**config.mk**
```make
export PLATFORM = sky130hd
export DESIGN_NAME = eth_pkt_tx
export DESIGN_NICKNAME = d
export VERILOG_FILES = /design/src/rtl/eth_pkt_pkg.sv /design/src/rtl/eth_pkt_buf.sv /design/src/rtl/eth_pkt_tx.sv
export SDC_FILE = /design/constraint.sdc
export NUM_CORES = 2
export LEC_CHECK = 0
export CAP_MARGIN = 20
export CORE_UTILIZATION = 32
export DETAILED_ROUTE_END_ITERATION = 16
export SLEW_MARGIN = 20
export SYNTH_ARGS = -nofsm -noshare
export SYNTH_HDL_FRONTEND = slang
export SYNTH_SLANG_ARGS = --single-unit
```
**constraint.sdc**
```tcl
create_clock -name clk -period 10.85 [get_ports clk]
set_input_delay 2.17 -clock clk [delete_from_list [all_inputs] [get_ports clk]]
set_output_delay 2.17 -clock clk [all_outputs]
set_load 0.05 [all_outputs]
```
**src/rtl/eth_pkt_pkg.sv**
```systemverilog
// Shared definitions for the Ethernet packet transmitter: default widths,
// the largest payload the buffer can hold and the transmit FSM state type.
package eth_pkt_pkg;

  localparam int ETH_DATA_W        = 32;
  localparam int ETH_LEN_W         = 6;
  localparam int ETH_MAX_PLD_WORDS = 64;

  typedef enum logic [2:0] {
    S_IDLE     = 3'd0,
    S_LOAD     = 3'd1,
    S_SEND_DA  = 3'd2,
    S_SEND_SA  = 3'd3,
    S_SEND_PLD = 3'd4,
    S_GAP      = 3'd5
  } eth_tx_state_e;

endpackage

```
**src/rtl/eth_pkt_buf.sv**
```systemverilog
// Payload store for one packet: 2^LEN_W x DATA_W simple dual-port RAM.
// The write port is filled while loading; the read port has a registered
// output, so the caller presents the address of the word it will need on
// the following cycle (prefetch) and gets one word per cycle.
module eth_pkt_buf
  import eth_pkt_pkg::*;
#(
  parameter int DATA_W = ETH_DATA_W,
  parameter int LEN_W  = ETH_LEN_W
) (
  input  logic              clk,
  input  logic              wr_en_i,
  input  logic [LEN_W-1:0]  wr_addr_i,
  input  logic [DATA_W-1:0] wr_data_i,
  input  logic [LEN_W-1:0]  rd_addr_i,
  output logic [DATA_W-1:0] rd_data_o
);

  localparam int DEPTH = 1 << LEN_W;

  logic [DATA_W-1:0] mem_q [DEPTH];
  logic [DATA_W-1:0] rd_data_q;

  // Write port: one payload word per accepted load beat.
  always_ff @(posedge clk) begin
    if (wr_en_i) begin
      mem_q[wr_addr_i] <= wr_data_i;
    end
  end

  // Read port: registered read of the prefetched address.
  always_ff @(posedge clk) begin
    rd_data_q <= mem_q[rd_addr_i];
  end

  assign rd_data_o = rd_data_q;

endmodule

```
**src/rtl/eth_pkt_tx.sv**
```systemverilog
// Store-and-forward Ethernet packet transmitter. Takes a header (DA, SA,
// length), buffers the whole payload, then drives DA(sop), SA, payload
// words (eop on last) toward a switch port that may stall, followed by an
// inter-frame gap of IFG_CYCLES idle cycles.
// Optional build macro ETH_PKT_TX_STATS_EN enables the pktCount counter;
// without it pktCount is tied to zero.
module eth_pkt_tx
  import eth_pkt_pkg::*;
#(
  parameter int DATA_W     = ETH_DATA_W,
  parameter int LEN_W      = ETH_LEN_W,
  parameter int IFG_CYCLES = 2
) (
  input  logic              clk,
  input  logic              reset,
  input  logic              reqValid,
  output logic              reqReady,
  input  logic [DATA_W-1:0] reqDa,
  input  logic [DATA_W-1:0] reqSa,
  input  logic [LEN_W-1:0]  reqLen,
  input  logic              pldValid,
  input  logic [DATA_W-1:0] pldData,
  output logic              pldReady,
  output logic [DATA_W-1:0] outData,
  output logic              outSop,
  output logic              outEop,
  input  logic              portStall,
  output logic              busy,
  output logic [15:0]       pktCount
);

  localparam int GAP_W = (IFG_CYCLES > 1) ? $clog2(IFG_CYCLES) : 1;
  localparam logic [GAP_W-1:0] GAP_LAST = GAP_W'((IFG_CYCLES > 0) ? IFG_CYCLES - 1 : 0);

  eth_tx_state_e     state_q, state_d;
  logic [DATA_W-1:0] da_q, da_d;
  logic [DATA_W-1:0] sa_q, sa_d;
  logic [LEN_W-1:0]  len_q, len_d;
  logic [LEN_W-1:0]  idx_q, idx_d;
  logic [GAP_W-1:0]  gap_q, gap_d;
  logic [DATA_W-1:0] out_data_q, out_data_d;
  logic              out_sop_q, out_sop_d;
  logic              out_eop_q, out_eop_d;
  logic              buf_we;
  logic [DATA_W-1:0] buf_rd_data;
  logic              in_send;
  logic              eop_taken;

  // Payload buffer; the read address is the next-cycle index so the word
  // needed when the output register advances is already at rd_data_o.
  eth_pkt_buf #(
    .DATA_W (DATA_W),
    .LEN_W  (LEN_W)
  ) u_buf (
    .clk       (clk),
    .wr_en_i   (buf_we),
    .wr_addr_i (idx_q),
    .wr_data_i (pldData),
    .rd_addr_i (idx_d),
    .rd_data_o (buf_rd_data)
  );

  assign in_send   = (state_q == S_SEND_DA) || (state_q == S_SEND_SA) ||
                     (state_q == S_SEND_PLD);
  assign eop_taken = (state_q == S_SEND_PLD) && out_eop_q && !portStall;

  // State register; reset returns to IDLE from any state, dropping the packet.
  always_ff @(posedge clk) begin
    if (reset) begin
      state_q <= S_IDLE;
    end else begin
      state_q <= state_d;
    end
  end

  // Next-state logic: sends advance only on unstalled cycles.
  always_comb begin
    state_d = state_q;
    case (state_q)
      S_IDLE:     if (reqValid) state_d = S_LOAD;
      S_LOAD:     if (pldValid && (idx_q == len_q)) state_d = S_SEND_DA;
      S_SEND_DA:  if (!portStall) state_d = S_SEND_SA;
      S_SEND_SA:  if (!portStall) state_d = S_SEND_PLD;
      S_SEND_PLD: if (eop_taken) state_d = (IFG_CYCLES == 0) ? S_IDLE : S_GAP;
      S_GAP:      if (gap_q == GAP_LAST) state_d = S_IDLE;
      default:    state_d = S_IDLE;
    endcase
  end

  // Output and datapath next values; output word is selected by the state
  // being entered so that outData/outSop/outEop can be registered.
  always_comb begin
    reqReady   = (state_q == S_IDLE);
    pldReady   = (state_q == S_LOAD);
    busy       = (state_q != S_IDLE);
    buf_we     = (state_q == S_LOAD) && pldValid;
    da_d       = da_q;
    sa_d       = sa_q;
    len_d      = len_q;
    idx_d      = idx_q;
    gap_d      = '0;
    out_data_d = '0;
    out_sop_d  = 1'b0;
    out_eop_d  = 1'b0;

    if ((state_q == S_IDLE) && reqValid) begin
      da_d  = reqDa;
      sa_d  = reqSa;
      len_d = reqLen;
      idx_d = '0;
    end

    // Index walks the write side while loading and is cleared for readout.
    if (buf_we) begin
      idx_d = (idx_q == len_q) ? '0 : idx_q + 1'b1;
    end

    if (state_q == S_GAP) begin
      gap_d = gap_q + 1'b1;
    end

    if (in_send && portStall) begin
      out_data_d = out_data_q;
      out_sop_d  = out_sop_q;
      out_eop_d  = out_eop_q;
    end else begin
      case (state_d)
        S_SEND_DA: begin
          out_data_d = da_q;
          out_sop_d  = 1'b1;
        end
        S_SEND_SA: begin
          out_data_d = sa_q;
        end
        S_SEND_PLD: begin
          out_data_d = buf_rd_data;
          out_eop_d  = (idx_q == len_q);
          idx_d      = idx_q + 1'b1;
        end
        default: begin
          out_data_d = '0;
        end
      endcase
    end
  end

  // Control and output registers, all cleared by reset.
  always_ff @(posedge clk) begin
    if (reset) begin
      idx_q      <= '0;
      gap_q      <= '0;
      out_data_q <= '0;
      out_sop_q  <= 1'b0;
      out_eop_q  <= 1'b0;
    end else begin
      idx_q      <= idx_d;
      gap_q      <= gap_d;
      out_data_q <= out_data_d;
      out_sop_q  <= out_sop_d;
      out_eop_q  <= out_eop_d;
    end
  end

  // Header fields; only meaningful after a request is latched.
  always_ff @(posedge clk) begin
    da_q  <= da_d;
    sa_q  <= sa_d;
    len_q <= len_d;
  end

  assign outData = out_data_q;
  assign outSop  = out_sop_q;
  assign outEop  = out_eop_q;

`ifdef ETH_PKT_TX_STATS_EN
  logic [15:0] pkt_cnt_q;

  // Completed-packet counter, counts eop words taken by the port; wraps.
  always_ff @(posedge clk) begin
    if (reset) begin
      pkt_cnt_q <= '0;
    end else if (eop_taken) begin
      pkt_cnt_q <= pkt_cnt_q + 16'd1;
    end
  end

  assign pktCount = pkt_cnt_q;
`else
  assign pktCount = 16'd0;
`endif

endmodule

```
==> summary.md <==
| Metric | Value |
|---|---|
| IO Pins | 160 |
| Average cell area after synthesis | 14.2 um^2 |
| Die height | 528 um |
| Initial antenna violation count | 21 |
| Reg2reg end | u_buf.rd_data_o[18]$_DFF_P_ |
| Gpl congestion | 0.867 |
| Dpl ws | between 3 and 4 ns |
| Inserted Clock Buffers | 210 |
| Cell count after placement | 9726 |
| Crit path DAT | between 7 and 8 ns |
| Total global-route track usage | 0.198 |
| Die Footprint | 278000 um^2 |
| Design area | 101000 um^2 |
| Register share of total power | 0.536 |
| Total of max-cap violations | 0 |
| Switching power | 0.00393 W |
| Chip width | 528 um |
| Synth area leaders | edfxtp_1 (72%), nand2_1 (4.1%), a211oi_1 (3.8%) |
| Number of DRC markers in iteration 0 | 8087 |
| Final worst slack | 3.91 ns |
| Worst-path fanout max | 60 |
| Final setup fails | 0 |
| Share of post-route cells with drive strength above 1 | 0.0989 |
| Pint | 0.0136 W |
| CTS Sinks | 2194 |
| Synthesized flop and latch total | 2194 |
| Post-CTS Setup Inserts | 0 |
| Crit Path Category | input pin to flop |
| Min Tclk post-route | 6.94 ns |
| First-pass GRT wire length | 404 mm |
| # rows | 192 |
| Area of the multi-input gates | 21600 um^2 |
| Placed cell area | approximately 94000 um^2 |
| Area growth syn-to-layout | 14.3% |
| Ys Warns | 0 |
| Most instantiated library cell after synthesis | edfxtp_1 |
| Final #Nets | 6361 |
| Post-synth top area share | 0.719 |
| Post-CTS resize count | 0 |
| Combinational group share of total power | 0.050 |
| Post-Syn Area | 88400 um^2 |
| Critical path startpoint category | input pin |
| Tightest Pin Transition | 1.17 ns |
| ANT nets after route | 0 |
| Drt drc | 0 |
| Hold WS | 0.484 ns |
| I/O Buffers | 143 |
| Synth top cells by count | edfxtp_1 (2118), nand2_1 (955), a211oi_1 (451), and3_1 (276), clkbuf_1 (271) |
| CTS root buf | clkbuf_16 |
| WHS Path Cells | 2 |
| Hold_sp | outData[30]$_SDFFE_PP0N_ |
| Pwr per Cell Area | around 170 nW/um^2 |
| Post-Layout Cell Count | slightly above 10000 |
| Final hold vios | 0 |
| Post-synth ARST share | 0 |
| CTS tree | yes |
| DRT Pass-1 Iters | 9 |
| Largest net degree at the start of global routing | 165 |
| Clock latency on the worst-skew pair | around 0.86 ns |
| CTS Hold Buffers Added | 0 |
| Crit Reg-Reg Startpoint | idx_q[1]$_SDFF_PP0_ |
| Core region area | 274000 um^2 |
| WHS Endpoint | outData[30]$_SDFFE_PP0N_ |
| RSZ-0062 raised after global routing | false |
| WL final | around 290 mm |
| Reg2reg path depth | 12 |
| Vias per cell | 5.77 |
| Max Buffers Root-to-Sink | 3 |
| Most used DFF post-synth | edfxtp_1 |
| Vias in the first global route | 54641 |
| Fin. max-slew vios | 0 |
| Synth area leader | edfxtp_1 |
| Via count | 58411 |
| Final period util | 0.640 |
| DPL Wire Length | ~150 mm |
| Clk_skew | between 0.04 and 0.05 ns |
| Initial Utilization | 0.323 |
| Htree depth | 4 |
| Gr ovfl total | 0 |
| Peak VDD IR | 0.165 mV |
| Clock-pin slew on the worst setup and hold paths | 0.06 ns |
| Worst min-delay path class | flop to flop |
| Sw frac | 0.224 |
| Filler Cell Count | between 20000 and 30000 |
| Yosys cell types | 87 |
| Storage cell area | between 60000 and 70000 um^2 |
| Leakage power | roughly 32 nW |
| Max-slew headroom | 0.221 |
| R2r setup slk | 4.60 ns |
| Clk network pwr share | 0.415 |
| Routed len/inst | 28.2 um |
| Status | finished, final reports clean |
| Worst path required time | between 10 and 15 ns |
| Setup_tns | 0 ns |
| CP endpoint kind | flop |
| Post-synth EDFFs | ~2100 |
| Post-synthesis sequential area ratio | 0.737 |
| Synthesized instance count | 6214 |
| Highest clock rate | 144 MHz |
## worst max-delay path, cell delays in order
cell and delay [ns]:
clkdlybuf4s50_1 0.76, a21o_2 0.62, buf_4 0.57, mux2i_2 0.21, nor2_4 0.41, buf_4 0.66
buf_4 0.77, mux2i_1 0.28, o221ai_1 0.15, a221oi_1 0.74, a211oi_1 0.17
## power groups by stage
stage | combinational [W] | clock (W) | sequential, W
after global placement | 0.000845 | 0 | 0.00957
after detailed placement | 0.000858 | 0 | 0.00957
after floorplan | 0.000476 | 0 | 0.00952
final | 0.000869 | 0.00727 | 0.00940
after CTS | 0.000861 | 0.00736 | 0.00939
after global routing | 0.000923 | 0.00769 | 0.00939
## metrics by stage
step	total power, W	util
2_1_floorplan	0.0100	-
3_3_place_gp	0.0104	0.344
3_5_place_dp	0.0104	0.344
4_1_cts	0.0176	0.369
5_1_grt	0.0180	0.369
6_report	0.0175	0.369
## worst max-delay path by stage
stage,startpoint,endpoint,slack (ns),cells past startpoint
floorplan,pldValid,da_q[0]$_DFFE_PP_,4.72,4
CTS,portStall,u_buf.rd_data_o[1]$_DFF_P_,4.01,11
global placement,portStall,u_buf.rd_data_o[24]$_DFF_P_,2.66,11
finish,portStall,u_buf.rd_data_o[1]$_DFF_P_,3.91,11
global route,portStall,u_buf.rd_data_o[1]$_DFF_P_,3.83,11
detailed placement,portStall,u_buf.rd_data_o[1]$_DFF_P_,3.11,11
## registers in the layout (all words and copies together) (netlist names)
name,flops
idx_q,6
gap_q,1
outEop,1
sa_q,32
len_q,6
outData,32
state_q,3
u_buf.mem_q,2048
outSop,1
u_buf.rd_data_o,32
da_q,32
## cell type report
cell class / count / area share
clock inverter: 122 / 0.0111
sequential: 2194 / 0.644
antenna: 7 / 0.000173
clock buffer: 268 / 0.0556
tap: 3686 / 0.0456
inverter: 33 / 0.00123
multi-input combinational: 3485 / 0.214
timing repair buffer: 329 / 0.0279
## metal layers
layer,GRT usage,vias up,share of wire
met5,0.00831,-,0.00018
met4,0.0667,8,0.035
met3,0.0469,534,0.11
met2,0.306,3348,0.45
met1,0.272,29795,0.41
li1,-,24726,-
## cells by family after synthesis
| family | after synthesis | share of synthesized area |
|---|---|---|
| flops | 2194 | 0.737 |
| simple gates | 1729 | 0.0882 |
| compound gates | 1579 | 0.129 |
| buf+inv | 550 | 0.0272 |
| mux | 151 | 0.0174 |
| xor+xnor | 9 | 0.000892 |
| fa+ha+maj | 1 | 0.000142 |
| other cells | 1 | 0.0000424 |
## cell usage in the layout (no fill, tap or decap), types with 13 or more instances in the layout
master           instances
edfxtp_1              2118
o211ai_1                16
clkdlybuf4s50_1        110
a32oi_1                 39
clkinv_2                35
conb_1                  16
o21a_1                  14
o21ai_0                 71
o22a_1                  24
a311oi_1                41
a2111oi_0               19
clkbuf_1                45
nor3_1                  13
and3_1                 276
a222oi_1                40
clkinv_1                52
dfxtp_1                 76
a211o_1                 15
bufinv_16               16
nand4_1                 41
nor2_1                  85
a21oi_1                152
a221oi_1                25
buf_4                  176
nor2_4                  70
a31oi_1                184
mux2i_1                142
clkbuf_16              211
nand3_1                227
a22oi_1                 60
o221ai_1               114
a211oi_1               449
nand2_1                955
a2bb2oi_1               38
inv_1                   31
o22ai_1                207
buf_2                   30
No activity file was read; power rests on OpenSTA's default activity.
